**src/rtl/rand_gen_pkg.sv**
```systemverilog
// Shared types and constants for the rand_gen draw engine: FSM encoding,
// default LFSR tap masks and the zero-seed substitution helper.
package rand_gen_pkg;

   localparam logic [1:0] ST_IDLE = 2'd0;
   localparam logic [1:0] ST_STEP = 2'd1;
   localparam logic [1:0] ST_DONE = 2'd2;

   typedef enum logic [1:0] {
      IDLE = ST_IDLE,
      STEP = ST_STEP,
      DONE = ST_DONE
   } state_e;

   localparam logic [7:0]  TAPS_W8  = 8'hB8;
   localparam logic [15:0] TAPS_W16 = 16'hB400;

   // An all-zero LFSR state is a lock-up state, so a zero seed becomes 1.
   function automatic logic [63:0] seed_or_one(input logic [63:0] seed);
      return (seed == 64'd0) ? 64'd1 : seed;
   endfunction

endpackage

```
**src/rtl/rand_lfsr_core.sv**
```systemverilog
// Fibonacci LFSR state register with seed-load and shift enables; the
// next (shifted) state is exposed combinationally for candidate evaluation.
module rand_lfsr_core
   import rand_gen_pkg::*;
#(
   parameter int unsigned      WIDTH = 16,
   parameter logic [WIDTH-1:0] TAPS  = TAPS_W16,
   parameter int unsigned      SEED  = 1
) (
   input  logic             clk_i,
   input  logic             rst_ni,
   input  logic             load_i,
   input  logic [WIDTH-1:0] seed_i,
   input  logic             shift_i,
   output logic [WIDTH-1:0] next_state_o
);

   localparam logic [WIDTH-1:0] RESET_STATE = WIDTH'(seed_or_one(64'(WIDTH'(SEED))));

   logic [WIDTH-1:0] state_q;
   logic [WIDTH-1:0] state_d;
   logic [WIDTH-1:0] next_state;

   assign next_state   = {state_q[WIDTH-2:0], ^(state_q & TAPS)};
   assign next_state_o = next_state;

   always_comb begin
      state_d = state_q;
      if (load_i) begin
         state_d = WIDTH'(seed_or_one(64'(seed_i)));
      end else if (shift_i) begin
         state_d = next_state;
      end
   end

   always_ff @(posedge clk_i or negedge rst_ni) begin
      if (!rst_ni) begin
         state_q <= RESET_STATE;
      end else begin
         state_q <= state_d;
      end
   end

endmodule

```
**src/rtl/rand_gen.sv**
```systemverilog
// Pseudo-random draw engine: STEPS LFSR shifts per draw, valid/ready output.
// Define RAND_GEN_RANGE_EN to enable rejection sampling against limit_i.
module rand_gen
   import rand_gen_pkg::*;
#(
   parameter int unsigned      WIDTH = 16,
   parameter int unsigned      OUT_W = 5,
   parameter logic [WIDTH-1:0] TAPS  = TAPS_W16,
   parameter int unsigned      SEED  = 1,
   parameter int unsigned      STEPS = OUT_W
) (
   input  logic             clk_i,
   input  logic             rst_ni,
   input  logic             seed_valid_i,
   input  logic [WIDTH-1:0] seed_i,
   input  logic             next_i,
   output logic             ready_o,
   output logic             rand_valid_o,
   input  logic             rand_ready_i,
   output logic [OUT_W-1:0] rand_o,
   input  logic [OUT_W:0]   limit_i
);

   localparam int unsigned CNT_W = (STEPS > 1) ? $clog2(STEPS) : 1;
   localparam logic [CNT_W-1:0] CNT_RELOAD = CNT_W'(STEPS - 1);

   state_e           fsm_q, fsm_d;
   logic [CNT_W-1:0] cnt_q, cnt_d;
   logic [OUT_W-1:0] rand_q, rand_d;
   logic             load, shift;
   logic [WIDTH-1:0] next_state;
   logic [OUT_W-1:0] cand;
   logic             cand_ok;
   logic             next_state_unused;

   rand_lfsr_core #(
      .WIDTH(WIDTH),
      .TAPS (TAPS),
      .SEED (SEED)
   ) u_core (
      .clk_i       (clk_i),
      .rst_ni      (rst_ni),
      .load_i      (load),
      .seed_i      (seed_i),
      .shift_i     (shift),
      .next_state_o(next_state)
   );

   // Only the low OUT_W bits form the candidate; the rest feed the LFSR alone.
   assign cand              = next_state[OUT_W-1:0];
   assign next_state_unused = ^next_state;

`ifdef RAND_GEN_RANGE_EN
   assign cand_ok = (limit_i == '0) || ({1'b0, cand} < limit_i);
`else
   logic limit_unused;
   assign limit_unused = ^limit_i;
   assign cand_ok      = 1'b1;
`endif

   always_comb begin
      // NOTE: every signal gets a default first so no path infers a latch.
      fsm_d  = fsm_q;
      cnt_d  = cnt_q;
      rand_d = rand_q;
      load   = 1'b0;
      shift  = 1'b0;
      if (seed_valid_i) begin
         load  = 1'b1;
         fsm_d = IDLE;
         cnt_d = '0;
      end else begin
         unique case (fsm_q)
            IDLE: begin
               if (next_i) begin
                  fsm_d = STEP;
                  cnt_d = CNT_RELOAD;
               end
            end
            STEP: begin
               shift = 1'b1;
               if (cnt_q != '0) begin
                  cnt_d = cnt_q - CNT_W'(1);
               end else if (cand_ok) begin
                  rand_d = cand;
                  fsm_d  = DONE;
               end else begin
                  cnt_d = CNT_RELOAD;
               end
            end
            DONE: begin
               if (rand_ready_i) begin
                  fsm_d = IDLE;
               end
            end
            default: fsm_d = IDLE;
         endcase
      end
   end

   always_ff @(posedge clk_i or negedge rst_ni) begin
      // NOTE: sequential state uses non-blocking assignments only.
      if (!rst_ni) begin
         fsm_q  <= IDLE;
         cnt_q  <= '0;
         rand_q <= '0;
      end else begin
         fsm_q  <= fsm_d;
         cnt_q  <= cnt_d;
         rand_q <= rand_d;
      end
   end

   assign ready_o      = (fsm_q == IDLE);
   assign rand_valid_o = (fsm_q == DONE);
   assign rand_o       = rand_q;

endmodule

```
**config.mk**
```make
export PLATFORM = sky130hd
export DESIGN_NAME = rand_gen
export DESIGN_NICKNAME = d
export VERILOG_FILES = /design/src/rtl/rand_gen_pkg.sv /design/src/rtl/rand_lfsr_core.sv /design/src/rtl/rand_gen.sv
export SDC_FILE = /design/constraint.sdc
export NUM_CORES = 1
export LEC_CHECK = 0
export CORE_ASPECT_RATIO = 0.75
export CORE_MARGIN = 2
export CORE_UTILIZATION = 40
export DETAILED_ROUTE_END_ITERATION = 10
export DONT_BUFFER_PORTS = 1
export PLACE_DENSITY_LB_ADDON = 0.2
export SLEW_MARGIN = 20
export SYNTH_ARGS = -nofsm -noshare
export SYNTH_HDL_FRONTEND = slang
export SYNTH_SLANG_ARGS = --single-unit
```
**constraint.sdc**
```tcl
create_clock -name clk_i -period 1.5 [get_ports clk_i]
set_input_delay 0.225 -clock clk_i [delete_from_list [all_inputs] [get_ports clk_i]]
set_output_delay 0.225 -clock clk_i [all_outputs]
set_load 0.01 [all_outputs]
```
==> results.yml <==
yosys:
  synth_flop_cell: "dfrtp_1"
  ys_ff_latch: 26
  synth-edff-count: 0
  synth.area.top_cells: "dfrtp_1 49%, mux2i_1 13%, mux2_1 4.4%"
  syn_area_um2: 1280
  synth_top_cell_area_share_pct: 48.7
  postSynthAreaPerCell_um2: 10.7
  syn_inst: 120
  synthArstFlopShare_pct: 100
  yosysWarnings: 0
  synth_most_common_cell: "dfrtp_1"
  mappedNetlistNets: 149
  ys_types: 30
  synth_top_cell_by_area: "dfrtp_1"
  synth_top_cells_by_count: "25 x dfrtp_1, 17 x mux2i_1, 15 x nand2_1, 9 x o21ai_1"
  seq_area_frac_synth_pct: 50.7
layout:
  fin_area_um2: 1490
  drive_gt1_share_pct: 22.5
  nets: 159
  n_antenna_cell: 0
  utilization_pct: 49.6
  area_growth_pct: 15.8
  fill_cells: 265
global_route:
  grt_antenna_before_repair: 0
  grt_pass1_vias: 820
  track_usage_pct: 13.8
  grt_first_pass_wirelength_mm: 3.84
  grt_overflow: 0
  grt_max_degree: 36
power_and_ir_drop:
  p_comb_share_pct: 26.4
  power.internal_w: 0.00133
  p_sw_w: 0.000554
  total_power_w: 0.00188
  switching_share_pct: 29.5
  sequentialPowerShare_pct: 52.4
  ir_drop_uv: 567
  clkPwrFrac_pct: 21.2
  p_leak_nw: 0.668
  powerDensity_nw_per_um2: 1260
critical_path:
  ff2ff_path_depth: 6
  cp-end-kind: "register"
  max_stage_delay_ns: 0.39
  crit_path_top_delay_cell: "dfrtp_1"
  worstSetupStartpointType: "register"
  criticalPathCategory: "register to register"
  cp_cell_sequence: "inv_2, ha_4, nor2b_4, nand2_2, nor2_4, mux2_4"
  cp_max_fo: 5
  cp.required_ns: 1.66
  crit_cells: 6
  cp.arrival_ns: 1.65
  critPathTopFamily: "simple AND/OR/NAND/NOR gates"
  critPathBufInv: 1
sta:
  worst_slew_pin_slew_ns: 0.490
  period_share_pct: 99.5
  holdWs_ns: 0.0169
  fin_skew_ns: 0.00839
  fin_crit_ns: 1.49
  slew_violations: 0
  layout_setup_ws_ns: 0.00822
  rsz0062_at_grt: "true"
  finalSetupViolCount: 0
  max-slew-margin-rel_pct: 67.4
  final_hold_viol_count: 0
  max_freq_ghz: 0.670
floorplanning:
  die_area_um2: 3690
  fp.dieW_um: 69.4
  initial_core_util_pct: 42.8
  core_um2: 3000
  rows: 17
  fp.dieH_um: 53.1
  ios: 34
drt:
  drc: 0
  first_iter_violations: 43
  detail_route.wirelength_mm: 2.48
  wl_per_cell_um: 14.9
  dr.pass1.iters: 4
  ant_nets: 0
  routed_via_density: 5.28
  vias: 882
clock_tree:
  cts_htree_levels: 1
  root_buffer: "clkbuf_8"
  cts_sinks: 26
  tritoncts: "built"
  clk_latency_ns: 0.27
  cts_made_buffers: 3
  cts.clk_slew.worst_paths_ns: 0.09
  ctsLongestPathBuffers: 2
place:
  dpl_cell_area_um2: 1340
  dp.final_hpwl_mm: 1.67
  place_congestion: 0.706
  io_buffer_count: 0
  preCtsSetupSlack_ns: -0.0373
min_path:
  hold_depth: 1
  hp-class: "input port to register"
flow_run:
  max_cap_violations: 0
outcome:
  status: "finished, final reports clean"
registers in the layout, indices dropped and copies added (netlist names):
name and flops:
cnt_q 3, fsm_q 2, rand_o 5, u_core.state_q 16
worst paths after layout:
check,startpoint,end,slack (ns)
setup / recovery,cnt_q[0],rand_o[2],0.008
hold / removal,seed_valid_i,cnt_q[0],0.02
setup reg to reg,cnt_q[0],rand_o[2],0.008
hold reg to reg,u_core.state_q[2],rand_o[3],0.55
max in group asynchronous,rst_ni,u_core.state_q[0],0.89
min in group asynchronous,rst_ni,fsm_q[1],0.37
through the flow:
| stage | instances | setup TNS (ns) |
|---|---|---|
| floorplan | 120 | 0 |
| global placement | 157 | -0.134 |
| detailed placement | 157 | -0.162 |
| CTS | 164 | 0 |
| global route | 167 | -0.225 |
| finish | 167 | 0 |
power by group through the flow:
stage	combinational (W)	sequential (W)	clock, W
6_report	0.000496	0.000986	0.000399
4_1_cts	0.000411	0.000981	0.000418
3_5_place_dp	0.000381	0.000994	0
3_3_place_gp	0.000372	0.000987	0
2_1_floorplan	0.000328	0.000964	0
5_1_grt	0.000544	0.00101	0.000441
cells in the final DEF (no fill, tap or decap), types with 2 or more instances in the layout:
| cell type | n |
|---|---|
| xnor2_1 | 2 |
| dlygate4sd3_1 | 2 |
| mux2_4 | 5 |
| o21ai_0 | 7 |
| inv_2 | 2 |
| nor2_1 | 7 |
| clkbuf_8 | 3 |
| dfrtp_1 | 25 |
| nand2b_1 | 3 |
| mux2i_1 | 17 |
| nor4_1 | 3 |
| buf_4 | 9 |
| nand2_1 | 15 |
| o21ai_1 | 9 |
layout make-up:
class                      count  area, µm²  share of cell area, %
sequential                    26        652                   43.8
multi-input combinational     84        624                   42.0
timing repair buffer          12        108                   7.23
tap                           38       47.5                   3.20
clock buffer                   4       45.0                   3.03
inverter                       3       11.3                  0.757
what timing repair did:
item	4_1_cts	5_1_grt
hold buffers	3	0
gates resized for setup	1	11
pin swaps	0	3
buffers inserted	0	3
endpoints found under the setup margin	5	10
endpoints found under the hold margin	28	0
kinds of logic (layout without fill, tap and decap cells):
kind of cell / after synthesis / in the layout / share of synthesized area (%)
and+or+nand+nor: 35 / 35 / 13.1
DFF: 26 / 26 / 50.7
AOI/OAI and AO/OA: 22 / 22 / 10.6
muxes: 22 / 22 / 17.6
buffers and inverters: 10 / 19 / 3.89
xor gates and xnor gates: 3 / 3 / 2.05
adders and majority gates: 2 / 2 / 1.95
metal layers:
layer | global-route usage (%) | vias up | wire length [µm]
met1 | 18.0 | 433 | 1200
met4 | 1.96 | 0 | 0
met5 | 0 | - | 0
met2 | 22.4 | 20 | 1160
met3 | 5.52 | 0 | 127
li1 | - | 429 | -
No activity file was read; power rests on OpenSTA's default activity.
